### config.mk
export PLATFORM = sky130hd
export DESIGN_NAME = memory_arbiter
export DESIGN_NICKNAME = d
export VERILOG_FILES = /design/src/rtl/memory_arbiter.sv
export SDC_FILE = /design/constraint.sdc
export NUM_CORES = 1
export LEC_CHECK = 0
export BUFFER_PORTS_ARGS = -buffer_cell sky130_fd_sc_hd__buf_4
export CAP_MARGIN = 20
export CORE_UTILIZATION = 45
export DETAILED_ROUTE_END_ITERATION = 10
export GPL_ROUTABILITY_DRIVEN = 0
export GPL_TIMING_DRIVEN = 0
export PLACE_DENSITY = 0.82
export RECOVER_POWER = 100
export REMOVE_ABC_BUFFERS = 1
export SYNTH_ARGS = -nofsm -noshare
export SYNTH_HDL_FRONTEND = slang
export SYNTH_SLANG_ARGS = --single-unit
### constraint.sdc
create_clock -name CLK -period 2.79 [get_ports CLK]
set_clock_uncertainty 0.2 [all_clocks]
set_input_delay 0.558 -clock CLK [delete_from_list [all_inputs] [get_ports CLK]]
set_output_delay 0.558 -clock CLK [all_outputs]
set_load 0.02 [all_outputs]
### src/rtl/memory_arbiter.sv
// Two-port (instruction/data) arbiter in front of a single RAM port. Data wins ties
// unless the last completed grant was data, with a grant timeout and a sticky error.
module memory_arbiter #(
    parameter int TIMEOUT = 64
) (
    input  logic        CLK,
    input  logic        nRST,
    input  logic        iREN,
    input  logic [31:0] iaddr,
    output logic [31:0] iload,
    output logic        iwait,
    input  logic        dREN,
    input  logic        dWEN,
    input  logic [31:0] daddr,
    input  logic [31:0] dstore,
    output logic [31:0] dload,
    output logic        dwait,
    output logic        ramREN,
    output logic        ramWEN,
    output logic [31:0] ramaddr,
    output logic [31:0] ramstore,
    input  logic [31:0] ramload,
    input  logic [1:0]  ramstate,
    output logic        err
);

    localparam logic [1:0] IDLE   = 2'd0;
    localparam logic [1:0] DGRANT = 2'd1;
    localparam logic [1:0] IGRANT = 2'd2;

    localparam logic [1:0] RAM_ACCESS = 2'd2;
    localparam logic [1:0] RAM_ERROR  = 2'd3;

    localparam logic [15:0] CNT_LAST = 16'(TIMEOUT - 1);

    typedef struct packed {
        logic [31:0] addr;
        logic [31:0] store;
        logic        ren;
        logic        wen;
    } txn_t;

    logic [1:0]  state_q, state_d;
    txn_t        txn_q, txn_d;
    logic [15:0] cnt_q, cnt_d;
    logic        last_data_q, last_data_d;  // last completed grant went to the data port
    logic        err_q, err_d;

    logic dreq;
    logic granted;
    logic grant_req;
    logic d_done, i_done;

    assign dreq      = dREN | dWEN;
    assign granted   = (state_q == DGRANT) || (state_q == IGRANT);
    assign grant_req = (state_q == DGRANT) ? dreq : iREN;
    assign d_done    = (state_q == DGRANT) && (ramstate == RAM_ACCESS);
    assign i_done    = (state_q == IGRANT) && (ramstate == RAM_ACCESS);

    always_comb begin
        state_d     = state_q;
        txn_d       = txn_q;
        cnt_d       = cnt_q;
        last_data_d = last_data_q;
        err_d       = err_q;
        case (state_q)
            IDLE: begin
                cnt_d = '0;
                // Data only yields when instruction is also waiting and data went last.
                if (dreq && !(iREN && last_data_q)) begin
                    state_d     = DGRANT;
                    txn_d.addr  = daddr;
                    txn_d.store = dstore;
                    txn_d.wen   = dWEN;
                    txn_d.ren   = dREN & ~dWEN;
                end else if (iREN) begin
                    state_d     = IGRANT;
                    txn_d.addr  = iaddr;
                    txn_d.store = '0;
                    txn_d.wen   = 1'b0;
                    txn_d.ren   = 1'b1;
                end
            end
            DGRANT, IGRANT: begin
                if (!grant_req) begin
                    state_d = IDLE;
                end else if (ramstate == RAM_ACCESS) begin
                    state_d     = IDLE;
                    last_data_d = (state_q == DGRANT);
                end else if (ramstate == RAM_ERROR) begin
                    state_d = IDLE;
                    err_d   = 1'b1;
                end else if (cnt_q == CNT_LAST) begin
                    state_d = IDLE;
                    err_d   = 1'b1;
                end else begin
                    cnt_d = cnt_q + 16'd1;
                end
                if (state_d == IDLE) begin
                    cnt_d = '0;
                end
            end
            default: begin
                state_d = IDLE;
                cnt_d   = '0;
            end
        endcase
    end

    always_ff @(posedge CLK or negedge nRST) begin
        if (!nRST) begin
            state_q     <= IDLE;
            txn_q       <= '0;
            cnt_q       <= '0;
            last_data_q <= 1'b0;
            err_q       <= 1'b0;
        end else begin
            state_q     <= state_d;
            txn_q       <= txn_d;
            cnt_q       <= cnt_d;
            last_data_q <= last_data_d;
            err_q       <= err_d;
        end
    end

    // RAM side sees only latched values, and nothing at all outside a grant.
    assign ramREN   = granted & txn_q.ren;
    assign ramWEN   = granted & txn_q.wen;
    assign ramaddr  = granted ? txn_q.addr  : '0;
    assign ramstore = granted ? txn_q.store : '0;

    assign iload = ramload;
    assign dload = ramload;
    assign iwait = iREN & ~i_done;
    assign dwait = dreq & ~d_done;
    assign err   = err_q;

endmodule

==> results.toml, run 1 <==
[status]
status = "finished, final reports clean"

[routing]
avgViaCountPerCell = 5.38
remaining_drc_errors = 0
dr.first_iter.drc_count = 236
wl_um = 13200
final_antenna_net_count = 0
first_pass_iters = 6
wl_per_cell_um = 18.5
vias = 3844

[floorplanning]
die_height_um = 104
die_x_um = 104
coreArea_um2 = 10200
die-area_um2 = 10900
start_util_pct = 46.1
fp-row-count = 37
pin_count = 268

[logic_synthesis]
ys_types = 38
syn-cell-area_um2 = 4720
postSynthAreaPerCell_um2 = 9.89
ys_seq_area_share_pct = 45.6
synth_edf_count = 0
synth_ff_type = "dfrtp_1"
synth_adder_area_share_pct = 1.33
ys_warn_count = 0
async_flop_share_pct = 100
synth_seq_cells = 86
synth-xor-area-share_pct = 1.30
syn-instance-count = 477
synth_compound_area_share_pct = 12.3
synthSimpleGateAreaFrac_pct = 18.5
synth_top_family_by_area = "simple AND/OR/NAND/NOR gates"
muxShareOfSynthArea_pct = 7.45

[pwr]
leakagePower_nw = 2.92
p_total_mw = 6.72
combPwrFrac_pct = 55.4
power_density_nw_per_um2 = 1130
p_sw_share_pct = 41.8
p_switching_mw = 2.81
seqPwrFrac_pct = 29.8
p_clk_share_pct = 14.8
p_int_mw = 3.91
peakVddDrop_v = 0.000559

[grt]
grt_first_pass_wirelength_um = 20200
antenna_found_initial = 0
grt_max_degree = 87
overflow = 0
grt_pass1_vias = 3787
grt_usage_pct = 23.8

[worst_setup_path]
reg2reg_to = "cnt_q[4]$_DFFE_PN0P_"
crit_required_ns = 2.03
end_kind = "output pin"
r2r_cells = 6
arrival_ns = 1.90
critPathKind = "register to output pin"
start_kind = "register"
crit_fanout = 19
regToRegSetupSlack_ns = 0.23
timing.rr.start = "state_q[0]$_DFFE_PN0P_"

[place]
placed_cell_area_um2 = 5650
portBuffers = 171
pre_cts_ws_ns = -0.518
dp.cells = 694
dp_hpwl_um = 9180

[clock_network]
cts_tree = "built"
clock_latency_ns = 0.34
cts_root_buffer = "clkbuf_8"
clkTransAtPathRegs_ns = 0.09
clk_path_buf_depth = 2
numCtsBuffers = 9
clock-sinks = 86
htreeDepth = 3

[min_path]
holdPathStages = 2
hp-class = "input pin to register"
min-delay-start = "dstore[23]"
min_to = "txn_q[25]$_DFFE_PN0P_"

[sta]
final-hold-violation-count = 0
hold_ws_ns = 0.237
fin_crit_sh_pct = 95.2
min_period_ns = 2.66
slew-limit-headroom_pct = 9.86
setup_ws_ns = 0.135
tns_ns = 0
tightest_slew_ns = 1.34
max_freq_ghz = 0.377
drv_slew = 0
rsz0062_at_grt = "false"
setup_violations = 0

[final_layout]
stdcell_count = 715
area.sequential_um2 = 2150
final_cell_mix = "buf_4, dfrtp_1, and2_1"
syn_to_final_growth_pct = 25.6
final_util_pct = 57.9
drive_above_1_share_pct = 33.5
fin_nets = 714
stdcell_area_um2 = 5930
n_antenna_cell = 0
multi_input_comb_area_um2 = 1960
final_common_cell = "buf_4"
num-fill-cells = 849

[run]
maxCapViolations = 0
-- state kept, by name, indices dropped and copies added (netlist names) --
register / flops
err: 1
state_q: 2
cnt_q: 16
last_data_q: 1
txn_q: 66
-- how the worst max path moves through the flow --
stage / from / to / slack [ns] / cells past startpoint
2_1_floorplan: dREN / txn_q[34]$_DFFE_PN0P_ / -3.50 / 2
3_3_place_gp: dREN / txn_q[35]$_DFFE_PN0P_ / -6.17 / 3
3_5_place_dp: state_q[1]$_DFFE_PN0P_ / cnt_q[10]$_DFFE_PN0P_ / -0.52 / 6
4_1_cts: state_q[1]$_DFFE_PN0P_ / ramstore[24] / 0.06 / 5
5_1_grt: state_q[0]$_DFFE_PN0P_ / ramstore[2] / 0.01 / 5
6_report: state_q[0]$_DFFE_PN0P_ / ramstore[12] / 0.13 / 5
-- per-layer routing --
metal	share of wire (%)	up-vias	track usage, %
met1	42	1843	29.5
met2	44	221	34.9
li1	-	1760	-
met5	0.41	-	8.10
met4	0.99	2	6.53
met3	12	18	13.2
-- cell type report --
class,count,share of cell area (%)
Sequential cell,86,36.3
Multi-Input combinational cell,291,33.1
Timing Repair Buffer,180,23.4
Tap cell,136,2.87
Clock buffer,10,2.32
Clock inverter,6,1.58
Inverter,6,0.380
-- cell families after synthesis --
logic type               count (synthesis)
AND/OR/NAND/NOR                        162
buffers and inverters                  100
flip-flops                              86
AO/OA/AOI/OAI                           82
multiplexers                            35
XOR/XNOR                                 7
adder cells (fa/ha/maj)                  5
-- what timing repair did --
item                       CTS  global route
setup buffers                1             1
setup endpoints to repair   83            33
hold endpoints to repair     0            23
resized for setup            2             0
pin swaps                    1             1
cloned                       0             0
hold buffers                 0             1
-- power by group through the flow --
| stage | Combinational [mW] | Sequential [mW] | Clock (mW) |
|---|---|---|---|
| after global placement | 3.43 | 1.98 | 0 |
| after detailed placement | 3.53 | 2.01 | 0 |
| after floorplan | 2.15 | 1.94 | 0 |
| final | 3.73 | 2.00 | 0.994 |
| after global routing | 4.01 | 2.05 | 1.08 |
| after CTS | 3.72 | 1.99 | 1.03 |
-- synth_stat cells (5+ instances only) --
library cell,count,area [um2]
clkbuf_1,20,75.1
inv_1,6,22.5
mux2i_1,34,340
nand2_1,36,135
o21ai_0,34,170
buf_4,65,488
a22o_1,33,289
nand3_1,7,35.0
and2_1,67,419
dfrtp_1,86,2150
ha_1,5,62.6
xnor2_1,7,61.3
buf_2,8,40.0
nor4_1,6,37.5
nor3_1,10,50.1
nor2_1,19,71.3
-- critical path, cell delays in order (launching register included) --
cell	delay (ns)
dfrtp_1	0.45
inv_1	0.12
ha_4	0.47
buf_8	0.22
and2_1	0.14
buf_2	0.16
No activity file was read; power rests on OpenSTA's default activity.
==> inputs of run 2 (changes only) <==
--- a/config.mk
+++ b/config.mk
@@ -11,7 +11,7 @@
 export DETAILED_ROUTE_END_ITERATION = 10
 export GPL_ROUTABILITY_DRIVEN = 0
 export GPL_TIMING_DRIVEN = 0
-export PLACE_DENSITY = 0.82
+export PLACE_DENSITY_LB_ADDON = 0.08
 export RECOVER_POWER = 100
 export REMOVE_ABC_BUFFERS = 1
 export SYNTH_ARGS = -nofsm -noshare
==> run 2 against run 1 <==
  * Cell area decreased by 1.8%
  * Final cell count unchanged
  * Core utilization decreased by 1.0 points
  * Combinational power decreased by 5%
  * Via count decreased by 3.4%
  * Non-clock buffer count unchanged
  * First-iteration DRC count decreased by 40%
  * Count of clock-buffer cells in the layout decreased by 1
  * Wire length decreased by 1.1%
==> results.toml, run 2 (synthesis gave the netlist of run 1 again) <==
[sta]
tightest_slew_ns = 1.18
max_freq_ghz = 0.375
rsz0062_at_grt = "false"
slew-limit-headroom_pct = 21.5
setup_ws_ns = 0.126
setup_violations = 0
final-hold-violation-count = 0
min_period_ns = 2.66
drv_slew = 0
fin_crit_sh_pct = 95.5

[clock_network]
clkTransAtPathRegs_ns = 0.11
cts_tree = "built"
clk_path_buf_depth = 2
htreeDepth = 3
numCtsBuffers = 9
clock_latency_ns = 0.36
clock-sinks = 86
cts_root_buffer = "clkbuf_8"
post_cts_buffers = 0

[routing]
first_pass_iters = 4
avgViaCountPerCell = 5.19
remaining_drc_errors = 0
wl_um = 13100
final_antenna_net_count = 0
wl_per_cell_um = 18.3
dr.first_iter.drc_count = 141
vias = 3713

[grt]
grt_first_pass_wirelength_um = 20500
grt_pass1_vias = 3704
overflow = 0
grt_usage_pct = 24.6
grt_max_degree = 87
antenna_found_initial = 0

[final_layout]
syn_to_final_growth_pct = 23.4
final_common_cell = "buf_4"
largest_register = "txn_q"
num-fill-cells = 929
largest_register_ffs = 66
drive_above_1_share_pct = 32.1
final_util_pct = 56.9
final_cell_mix = "buf_4, dfrtp_1, and2_1"
n_antenna_cell = 0
stdcell_count = 715
reg.largest.list = "txn_q (66), cnt_q (16), state_q (2)"
fin_nets = 714

[pwr]
seqPwrFrac_pct = 31.1
peakVddDrop_v = 0.000448
p_int_mw = 3.61
p_total_mw = 6.41
p_sw_share_pct = 43.8
power_density_nw_per_um2 = 1100
combPwrFrac_pct = 55.0
p_switching_mw = 2.81
p_clk_share_pct = 13.9
leakagePower_nw = 2.85

[worst_setup_path]
crit_required_ns = 2.03
critPathKind = "register to output pin"
r2r_cells = 6
regToRegSetupSlack_ns = 0.27
crit_fanout = 50
timing.rr.start = "state_q[0]$_DFFE_PN0P_"
arrival_ns = 1.91
start_kind = "register"
end_kind = "output pin"
reg2reg_to = "cnt_q[3]$_DFFE_PN0P_"

[place]
dp.cells = 697
dp_hpwl_um = 9660
portBuffers = 171
pre_cts_ws_ns = -0.0383

[floorplanning]
fp-row-count = 37
pin_count = 268
die_x_um = 104
die-area_um2 = 10900
start_util_pct = 46.1
die_height_um = 104
coreArea_um2 = 10200

[run]
maxCapViolations = 0

[min_path]
hp-class = "input pin to register"
min_to = "txn_q[5]$_DFFE_PN0P_"
min-delay-start = "dstore[3]"
holdPathStages = 2

[status]
status = "finished, final reports clean"
run 2: cell types whose count changed in the layout (fill, tap and decap cells not counted), sizes merged:
| cell | change |
|---|---|
| inv | +4 |
| clkbuf | +22 |
| bufinv | -2 |
| clkinv | -1 |
| buf | -23 |
run 2: power groups by stage:
| stage | clock [mW] | sequential, mW | combinational [mW] |
|---|---|---|---|
| 6_report | 0.891 | 1.99 | 3.53 |
| 5_1_grt | 0.959 | 2.06 | 3.86 |
| 4_1_cts | 0.910 | 1.99 | 3.81 |
| 3_5_place_dp | 0 | 2.01 | 3.77 |
| 3_3_place_gp | 0 | 1.98 | 3.46 |
| 2_1_floorplan | 0 | 1.94 | 2.15 |
run 2: worst max path at each step:
stage | startpoint | end | cells after the start
after CTS | state_q[0]$_DFFE_PN0P_ | ramaddr[25] | 5
after global placement | dREN | txn_q[65]$_DFFE_PN0P_ | 3
after detailed placement | state_q[1]$_DFFE_PN0P_ | cnt_q[10]$_DFFE_PN0P_ | 6
after floorplan | dREN | txn_q[34]$_DFFE_PN0P_ | 2
after global routing | state_q[0]$_DFFE_PN0P_ | ramaddr[13] | 5
final | state_q[0]$_DFFE_PN0P_ | ramaddr[25] | 5
run 2: worst max-delay path, cell delays in order, from the launching register on:
cell     delay, ns
dfrtp_1       0.45
inv_1         0.12
ha_4          0.40
buf_12        0.23
and2_0        0.18
buf_4         0.15
run 2: metal layers:
metal	track usage [%]	routed length [um]	vias to the layer above
li1	-	-	1753
met1	31.5	5560	1721
met2	33.0	5450	220
met3	15.7	1840	15
met4	6.12	121	4
met5	11.9	117	-
run 2: repair_timing:
action / 4_1_cts / 5_1_grt
setup endpoints to repair: 10 / 0
hold endpoints to repair: 0 / 19
resized for setup: 2 / 0
hold buffers: 0 / 1
run 2: cell type report:
cell class | instances | area (um2) | share of cell area [%]
clock buffers | 9 | 124 | 2.13
inverters | 6 | 22.5 | 0.387
clock inverters | 7 | 73.8 | 1.27
well taps | 136 | 170 | 2.92
flip-flops and latches | 86 | 2150 | 37.0
repair buffers | 180 | 1330 | 22.8
multi-input cells | 291 | 1950 | 33.5
run 2: metrics by stage:
step	setup TNS (ns)	hold slack, ns	cell area, um2
floorplan	-217.74	0.0624	4100
global route	0	0.201	5820
detailed placement	-0.119	0.263	5740
finish	0	0.198	5820
global placement	-441.55	0.252	5560
CTS	0	0.192	5950
==> inputs of run 3 (changes only) <==
--- a/config.mk
+++ b/config.mk
@@ -7,10 +7,11 @@
 export LEC_CHECK = 0
 export BUFFER_PORTS_ARGS = -buffer_cell sky130_fd_sc_hd__buf_4
 export CAP_MARGIN = 20
+export CORE_MARGIN = 8
 export CORE_UTILIZATION = 45
 export DETAILED_ROUTE_END_ITERATION = 10
 export GPL_ROUTABILITY_DRIVEN = 0
-export GPL_TIMING_DRIVEN = 0
+export GPL_TIMING_DRIVEN = 1
 export PLACE_DENSITY_LB_ADDON = 0.08
 export RECOVER_POWER = 100
 export REMOVE_ABC_BUFFERS = 1
==> run 3 against run 2 <==
  * Register-to-register slack worse by 0.05 ns
  * Worst setup slack better by 0.025 ns
  * Fmax up 0.95%
  * Global-route usage down 4.1 points
  * Sequential share of layout area up 0.28 points
  * Combinational power down 4%
  * Wire length up 11%
  * Total power down 0.36%
  * Count of clock-buffer cells in the layout up 1
==> results.toml, run 3 (synthesis gave the netlist of run 1 again) <==
[status]
status = "finished, final reports clean"

[floorplanning]
fp-row-count = 37
die_x_um = 118
pin_count = 268
die-area_um2 = 14000
die_height_um = 118
coreArea_um2 = 10200
start_util_pct = 46.1

[final_layout]
drive_above_1_share_pct = 33.4
syn_to_final_growth_pct = 22.5
largest_register_ffs = 66
stdcell_area_um2 = 5780
reg.largest.list = "txn_q (66), cnt_q (16), state_q (2)"
stdcell_count = 714
n_antenna_cell = 0
num-fill-cells = 933
final_cell_mix = "buf_4, dfrtp_1, and2_1"
largest_register = "txn_q"
final_util_pct = 56.5
fin_nets = 713
final_common_cell = "buf_4"

[routing]
vias = 3688
remaining_drc_errors = 0
first_pass_iters = 6
avgViaCountPerCell = 5.17
wl_per_cell_um = 20.3
wl_um = 14500
final_antenna_net_count = 0
dr.first_iter.drc_count = 140

[grt]
top_usage_layer = "met2"
grt_max_degree = 79
grt_pass1_vias = 4034
grt_first_pass_wirelength_um = 22700
grt_util_met1_pct = 24.4
antenna_found_initial = 0
grt_usage_pct = 20.5
grt_use_met3_pct = 15.1
overflow = 0
use_met2_pct = 28.0

[pwr]
leakagePower_nw = 2.86
p_sw_share_pct = 42.9
combPwrFrac_pct = 53.0
peakVddDrop_v = 0.000446
p_clk_share_pct = 15.7
p_switching_mw = 2.74
power_density_nw_per_um2 = 1110
p_total_mw = 6.39
seqPwrFrac_pct = 31.4
p_int_mw = 3.65

[worst_setup_path]
end_kind = "output pin"
start_kind = "register"
crit_chain = "inv_1 > ha_1 > clkbuf_4 > and2_1 > clkbuf_2"
critPathKind = "register to output pin"
cp_slowest_cell = "dfrtp_1"
cp_slowest_stage_delay_ns = 0.46
crit_fanout = 24
crit_required_ns = 2.03
arrival_ns = 1.88

[clock_network]
clkTransAtPathRegs_ns = 0.09
htreeDepth = 3
cts_tree = "built"
clock_latency_ns = 0.34
cts_root_buffer = "clkbuf_8"
clock-sinks = 86
postCtsHoldBufs = 0
numCtsBuffers = 9
clk_path_buf_depth = 2

[sta]
max_freq_ghz = 0.379
fin_crit_sh_pct = 94.6
rsz0062_at_grt = "false"
slew-limit-headroom_pct = 18.5
final-hold-violation-count = 0
setup_ws_ns = 0.151
tns_ns = 0
min_period_ns = 2.64
tightest_slew_ns = 1.22
hold_ws_ns = 0.229
drv_slew = 0
setup_violations = 0

[run]
maxCapViolations = 0

[place]
dp_hpwl_um = 11200
placed_cell_area_um2 = 5670
portBuffers = 171
pre_cts_ws_ns = 0.240
dp.cells = 698

[min_path]
hp-class = "input pin to register"
==> run 3: final timing paths <==
path,from,endpoint,slack (ns),cells after the start
max in group asynchronous,nRST,txn_q[55]$_DFFE_PN0P_,0.79,2
worst max register to register,state_q[0]$_DFFE_PN0P_,cnt_q[10]$_DFFE_PN0P_,0.22,6
worst min register to register,txn_q[37]$_DFFE_PN0P_,txn_q[37]$_DFFE_PN0P_,0.28,2
worst min-delay path,dstore[10],txn_q[12]$_DFFE_PN0P_,0.23,2
worst max-delay path,state_q[0]$_DFFE_PN0P_,ramstore[6],0.15,5
min in group asynchronous,nRST,txn_q[24]$_DFFE_PN0P_,0.26,1
==> run 3: power groups by stage <==
| stage | Sequential [mW] | Clock (mW) | Combinational, mW |
|---|---|---|---|
| global placement | 1.99 | 0 | 3.60 |
| floorplan | 1.94 | 0 | 2.15 |
| detailed placement | 2.01 | 0 | 3.63 |
| global route | 2.07 | 1.08 | 3.71 |
| finish | 2.00 | 1.00 | 3.38 |
| CTS | 2.00 | 1.03 | 3.64 |
==> run 3: routing by layer <==
layer / part of all wire, % / vias up
met4: 0.87 / 2
met1: 41 / 1714
met3: 16 / 15
met2: 42 / 205
met5: 0.49 / -
li1: - / 1752
==> run 3: timing repair <==
action | in CTS | in global routing
endpoints found under the setup margin | 0 | 42
resized for setup | 0 | 1
buffers inserted | 0 | 0
==> run 3: worst max-delay path, delay by kind of cell, from the launching register on <==
kind | cells | cell delay [ns]
buf+inv | 3 | 0.56
flops | 1 | 0.46
fa+ha+maj | 1 | 0.35
simple gates | 1 | 0.16
==> run 3: cell type report <==
type                       instances  area [um2]  share of cell area, %
clock buffer                      10         138                   2.38
timing repair buffer             179        1260                   21.8
clock inverter                     6        92.6                   1.60
tap                              136         170                   2.94
multi-input combinational        291        1940                   33.6
sequential                        86        2150                   37.2
inverter                           6        22.5                  0.390
